<file path="src/rtl/aes_round_ctrl_if.sv">
// Request, datapath and result signals of the AES round controller.
// master = requester/datapath side, slave = controller.
interface aes_round_ctrl_if #(
  parameter int unsigned ROUND_W = 6
);
  logic               in_valid;
  logic               in_ready;
  logic [127:0]       in_block;
  logic [255:0]       in_key;
  logic [1:0]         in_key_size;
  logic [127:0]       dp_in;
  logic [255:0]       dp_key;
  logic [ROUND_W-1:0] dp_counter;
  logic [ROUND_W-1:0] dp_max_round;
  logic [127:0]       dp_out;
  logic               out_valid;
  logic               out_ready;
  logic [127:0]       out_block;
  logic               busy;

  modport master (
    output in_valid, in_block, in_key, in_key_size, dp_out, out_ready,
    input  in_ready, dp_in, dp_key, dp_counter, dp_max_round, out_valid, out_block, busy
  );

  modport slave (
    input  in_valid, in_block, in_key, in_key_size, dp_out, out_ready,
    output in_ready, dp_in, dp_key, dp_counter, dp_max_round, out_valid, out_block, busy
  );
endinterface

</file>
<file path="src/rtl/aes_round_ctrl.sv">
// AES round sequencer: latches a block/key, steps the round counter to 10/12/14,
// captures the datapath result. Optional abort input under AES_ROUND_CTRL_ABORT_EN.
module aes_round_ctrl #(
  parameter int unsigned ROUND_W = 6
) (
  input  logic clk,
  input  logic rst_n,
`ifdef AES_ROUND_CTRL_ABORT_EN
  input  logic abort,
`endif
  aes_round_ctrl_if.slave bus
);

  typedef enum logic [1:0] {IDLE, RUN, DONE} state_e;

  state_e             state_q, state_d;
  logic [127:0]       in_q, in_d;
  logic [255:0]       key_q, key_d;
  logic [ROUND_W-1:0] cnt_q, cnt_d;
  logic [ROUND_W-1:0] max_q, max_d;
  logic [127:0]       out_q, out_d;
  logic               abort_hit;

`ifdef AES_ROUND_CTRL_ABORT_EN
  assign abort_hit = abort && (state_q != IDLE);
`else
  assign abort_hit = 1'b0;
`endif

  always_ff @(posedge clk or negedge rst_n) begin
    if (!rst_n) begin
      state_q <= IDLE;
      in_q    <= '0;
      key_q   <= '0;
      cnt_q   <= '0;
      max_q   <= ROUND_W'(10);
      out_q   <= '0;
    end else begin
      state_q <= state_d;
      in_q    <= in_d;
      key_q   <= key_d;
      cnt_q   <= cnt_d;
      max_q   <= max_d;
      out_q   <= out_d;
    end
  end

  always_comb begin
    state_d = state_q;
    in_d    = in_q;
    key_d   = key_q;
    cnt_d   = cnt_q;
    max_d   = max_q;
    out_d   = out_q;
    unique case (state_q)
      IDLE: begin
        if (bus.in_valid) begin
          in_d    = bus.in_block;
          key_d   = bus.in_key;
          cnt_d   = '0;
          state_d = RUN;
          unique case (bus.in_key_size)
            2'b00:   max_d = ROUND_W'(10);
            2'b01:   max_d = ROUND_W'(12);
            default: max_d = ROUND_W'(14);
          endcase
        end
      end
      RUN: begin
        if (cnt_q < max_q) begin
          cnt_d = cnt_q + ROUND_W'(1);
        end else begin
          out_d   = bus.dp_out;
          state_d = DONE;
        end
      end
      DONE: begin
        if (bus.out_ready) state_d = IDLE;
      end
      default: state_d = IDLE;
    endcase
    // Abort wins over a completion landing on the same edge: result is dropped.
    if (abort_hit) begin
      state_d = IDLE;
      cnt_d   = '0;
      out_d   = out_q;
    end
  end

  assign bus.in_ready     = (state_q == IDLE);
  assign bus.out_valid    = (state_q == DONE);
  assign bus.busy         = (state_q == RUN) || (state_q == DONE);
  assign bus.dp_in        = in_q;
  assign bus.dp_key       = key_q;
  assign bus.dp_counter   = cnt_q;
  assign bus.dp_max_round = max_q;
  assign bus.out_block    = out_q;

endmodule

</file>
<file path="src/flat_wrapper.sv">
// flat-port wrapper written by rule: the top's interface ports become plain ports
module aes_round_ctrl_flat 
#(
  parameter int unsigned ROUND_W = 6
)
  (clk, rst_n, bus_in_valid, bus_in_block, bus_in_key, bus_in_key_size, bus_dp_out, bus_out_ready, bus_in_ready, bus_dp_in, bus_dp_key, bus_dp_counter, bus_dp_max_round, bus_out_valid, bus_out_block, bus_busy);
  aes_round_ctrl_if #(.ROUND_W(ROUND_W)) bus_i ();
  input  logic clk;
  input  logic rst_n;
  input wire logic [$bits(bus_i.in_valid)-1:0] bus_in_valid;
  input wire logic [$bits(bus_i.in_block)-1:0] bus_in_block;
  input wire logic [$bits(bus_i.in_key)-1:0] bus_in_key;
  input wire logic [$bits(bus_i.in_key_size)-1:0] bus_in_key_size;
  input wire logic [$bits(bus_i.dp_out)-1:0] bus_dp_out;
  input wire logic [$bits(bus_i.out_ready)-1:0] bus_out_ready;
  output wire logic [$bits(bus_i.in_ready)-1:0] bus_in_ready;
  output wire logic [$bits(bus_i.dp_in)-1:0] bus_dp_in;
  output wire logic [$bits(bus_i.dp_key)-1:0] bus_dp_key;
  output wire logic [$bits(bus_i.dp_counter)-1:0] bus_dp_counter;
  output wire logic [$bits(bus_i.dp_max_round)-1:0] bus_dp_max_round;
  output wire logic [$bits(bus_i.out_valid)-1:0] bus_out_valid;
  output wire logic [$bits(bus_i.out_block)-1:0] bus_out_block;
  output wire logic [$bits(bus_i.busy)-1:0] bus_busy;
  assign bus_i.in_valid = bus_in_valid;
  assign bus_i.in_block = bus_in_block;
  assign bus_i.in_key = bus_in_key;
  assign bus_i.in_key_size = bus_in_key_size;
  assign bus_i.dp_out = bus_dp_out;
  assign bus_i.out_ready = bus_out_ready;
  assign bus_in_ready = bus_i.in_ready;
  assign bus_dp_in = bus_i.dp_in;
  assign bus_dp_key = bus_i.dp_key;
  assign bus_dp_counter = bus_i.dp_counter;
  assign bus_dp_max_round = bus_i.dp_max_round;
  assign bus_out_valid = bus_i.out_valid;
  assign bus_out_block = bus_i.out_block;
  assign bus_busy = bus_i.busy;
  aes_round_ctrl #(.ROUND_W(ROUND_W)) u_core (.clk(clk), .rst_n(rst_n), .bus(bus_i));
endmodule
</file>
<file path="config.mk">
export PLATFORM = sky130hd
export DESIGN_NAME = aes_round_ctrl_flat
export DESIGN_NICKNAME = d
export VERILOG_FILES = /design/src/rtl/aes_round_ctrl_if.sv /design/src/rtl/aes_round_ctrl.sv /design/src/flat_wrapper.sv
export SDC_FILE = /design/constraint.sdc
export NUM_CORES = 1
export LEC_CHECK = 0
export CAP_MARGIN = 20
export CORE_AREA = 2 2 412 414
export CTS_CLUSTER_DIAMETER = 40
export DETAILED_ROUTE_END_ITERATION = 10
export DIE_AREA = 0 0 414 416
export GPL_TIMING_DRIVEN = 0
export PLACE_DENSITY = 0.34
export SYNTH_ARGS = -nofsm -noshare
export SYNTH_HDL_FRONTEND = slang
export SYNTH_SLANG_ARGS = --single-unit
export TNS_END_PERCENT = 50
</file>
<file path="constraint.sdc">
create_clock -name clk -period 2.05 [get_ports clk]
set_clock_uncertainty 0.05 [all_clocks]
set_input_delay 0.41 -clock clk [delete_from_list [all_inputs] [get_ports clk]]
set_output_delay 0.41 -clock clk [all_outputs]
set_load 0.01 [all_outputs]
</file>
==> results.ini, run 1 <==
[cts]
clkLatencyLatePin_ns=0.75
cts_buffers=134
path_clk_slew_ns=0.04
cts_sinks=522
cts-root-buf=clkbuf_16
cts.path.max_buffers=3
cts_tree=done
htree_num_levels=4

[status]
status=finished with violations
violations=negative hold slack, negative setup slack

[timing]
setup_viol=130
finalWorstPathRequiredPeriod_ns=2.31
finalHoldViolCount=126
setup_ws_ns=-0.259
max_slew_margin_pct=54.9
period_share_pct=113
rsz0062_at_grt=yes
tns_ns=-22.07
holdWs_ns=-0.510
report.final.slew_viol_count=0
max_freq_ghz=0.433
worst_pin_slew_ns=0.677

[setup_path]
crit_path_start_kind=register
required_ns=2.64
crit_path_max_fanout=7
cp-end-kind=register
worstSetupPathType=reg -> reg
cp.arrival_ns=2.90

[final_layout]
post-route-util_pct=23.8
regArea_mm2=0.0131
fill_cells=17700
layout.nets=2895
finalNonFillerCells=4724
syn_to_final_growth_pct=104
layout-drive-gt1-share_pct=35.5
multi_input_area_mm2=0.00661

[logic_synthesis]
synth_ff_type=dfrtp_1
syn_area_per_cell_um2=17.0
synth-seq-cells=522
ys_seq_area_share_pct=66.7
syn_area_mm2=0.0196
synth_edf_count=0
async_flop_share_pct=100
synthDistinctLibCells=32
synth_top_area_share_pct=66.6
syn_inst=1149
yosysWarningCount=0
synth_area_leaders=dfrtp_1 67%, mux2_2 23%, mux2_1 6.4%
synth_largest_area_cell=dfrtp_1

[power]
swShare_pct=31.6
internal_power_mw=45.0
power.density_mw_per_mm2=1640
combPwrFrac_pct=37.2
p_leak_nw=20.0
clockPowerShare_pct=34.4
ir_drop_uv=835
seqPwrFrac_pct=28.4
switchingPower_mw=20.8

[floorplan]
io_pins=1045
die_area_mm2=0.172
die_h_um=416
rows=151
core-area_mm2=0.168
die_w_um=414
start_util_pct=11.6

[grt]
antenna_found_initial=52
grtUsageTotal_pct=12.0
grt_pass1_vias=17000
grt_max_degree=106
grt_overflow_total=0
grt_pass1_wl_um=143000

[routing]
ant_nets=0
first_pass_iters=4
postRouteWirelength_um=107000
drc=0
wl_per_cell_um=22.6
vias=15300
drt_iter0_drc=509
viasPerCell=3.24

[placement]
dp_cells=4414
place_congestion=0.850
hpwl_um=84500
portBuffers=1040

[job]
max_cap_violations=0

[hold_path]
worstHoldPathType=in -> async

-- power by group through the flow --
stage                     Combinational [mW]  Sequential [mW]  Clock [mW]
after global placement                  25.0             18.9           0
after global routing                    25.9             19.3        23.8
after detailed placement                25.1             18.8           0
after floorplan                         6.50             20.7           0
after CTS                               25.4             18.8        23.3
final                                   24.5             18.7        22.6
-- worst paths after layout --
check / startpoint / endpoint / slack (ns) / cells past startpoint
setup / recovery: u_core.bus.dp_counter[2] / u_core.bus.out_block[120] / -0.26 / 9
hold / removal: rst_n / u_core.bus.out_block[95] / -0.51 / 1
setup reg to reg: u_core.bus.dp_counter[2] / u_core.bus.out_block[120] / -0.26 / 9
hold reg to reg: u_core.bus.out_block[95] / u_core.bus.out_block[95] / 0.43 / 1
max in group asynchronous: rst_n / u_core.bus.dp_key[56] / 0.42 / 5
min in group clk: bus_in_key[113] / u_core.bus.dp_key[113] / 0.19 / 2
-- timing repair --
| item | in CTS | in global routing |
|---|---|---|
| hold endpoints to repair | 73 | 170 |
| pin swaps | 2 | 4 |
| setup endpoints to repair | 1044 | 738 |
| resized for setup | 362 | 495 |
| buffers inserted | 25 | 3 |
| cloned | 9 | 5 |
-- synth_stat cells, types with 2 or more instances --
master    instances
a21oi_1           3
a31oi_1           2
and4b_1           2
buf_2            10
buf_4             4
buf_6             3
buf_8            11
clkbuf_1         35
conb_1            2
dfrtp_1         521
ha_1              6
inv_1             4
mux2_1          112
mux2_2          401
nand2_1           9
nand2b_1          2
nand4_1           2
o211ai_1          2
o21a_1            2
o21ai_0           4
-- worst max-delay path, stage by stage, from the launching register on --
cell,delay (ns)
dfrtp_2,0.42
ha_4,0.16
a211o_1,0.31
a31oi_4,0.23
nand2b_4,0.22
buf_6,0.11
buf_12,0.14
buf_12,0.11
buf_12,0.11
mux2_4,0.30
-- cell usage in the layout (no fill, tap or decap), types with 16 or more instances in the layout --
master | netlist | routed
clkbuf_16 | 0 | 144
clkinv_2 | 0 | 20
diode_2 | 0 | 25
mux2_2 | 401 | 388
clkbuf_2 | 0 | 37
dlymetal6s2s_1 | 0 | 369
clkbuf_8 | 0 | 24
clkbuf_1 | 35 | 17
buf_12 | 0 | 23
mux2_4 | 0 | 118
buf_4 | 4 | 17
dlygate4sd2_1 | 0 | 108
clkdlybuf4s50_1 | 0 | 516
dfrtp_1 | 521 | 515
bufinv_16 | 0 | 19
buf_6 | 3 | 16
clkdlybuf4s15_1 | 0 | 23
-- logic make-up (layout without fill, tap and decap cells) --
family                     Yosys count  in the layout  synth area share, %
DFF                                522            522                 66.7
muxes                              513            513                 29.5
adders and majority gates            6              6                0.383
buffers and inverters               67           1397                 2.17
other                                2             29               0.0383
AOI/OAI and AO/OA                   17             17                0.581
and+or+nand+nor                     22             22                0.626
-- registers in the layout, indices dropped and copies added (netlist names) --
name,cells
u_core.bus.dp_counter,6
u_core.bus.dp_in,128
u_core.bus.dp_key,256
u_core.bus.dp_max_round,2
u_core.bus.out_block,128
u_core.state_q,2
-- routing by layer --
layer  share of wire (%)  GRT usage, %  vias to the layer above
met2                  52          21.0                      682
met5               0.034             0                        -
li1                    -             -                     6607
met3                 8.5          5.34                      211
met4                 2.9          4.82                        6
met1                  36          12.6                     7787
-- metrics by stage --
step	setup slack [ns]	cell area [um2]	total power, mW
after floorplan	0.0216	19600	27.2
final	-0.259	40000	65.7
after global placement	-26.74	32800	43.9
after global routing	-0.316	39900	69.1
after CTS	-0.255	38700	67.5
after detailed placement	-1.90	32900	43.9
-- layout make-up --
cell class,count,share of cell area (%)
Sequential cell,522,32.7
Timing Repair Buffer,1086,29.9
Multi-Input combinational cell,562,16.5
Clock buffer,176,9.52
Tap cell,2218,6.94
Clock inverter,70,2.59
Buffer,61,1.58
Antenna cell,25,0.157
Inverter,4,0.0438
No activity file was read; power rests on OpenSTA's default activity.
==> run 2, diff against run 1 <==
GPL_ROUTABILITY_DRIVEN = 1   (was unset)
==> results of run 2 <==
No change in the layout: final DEF, timing and power equal those of run 1.
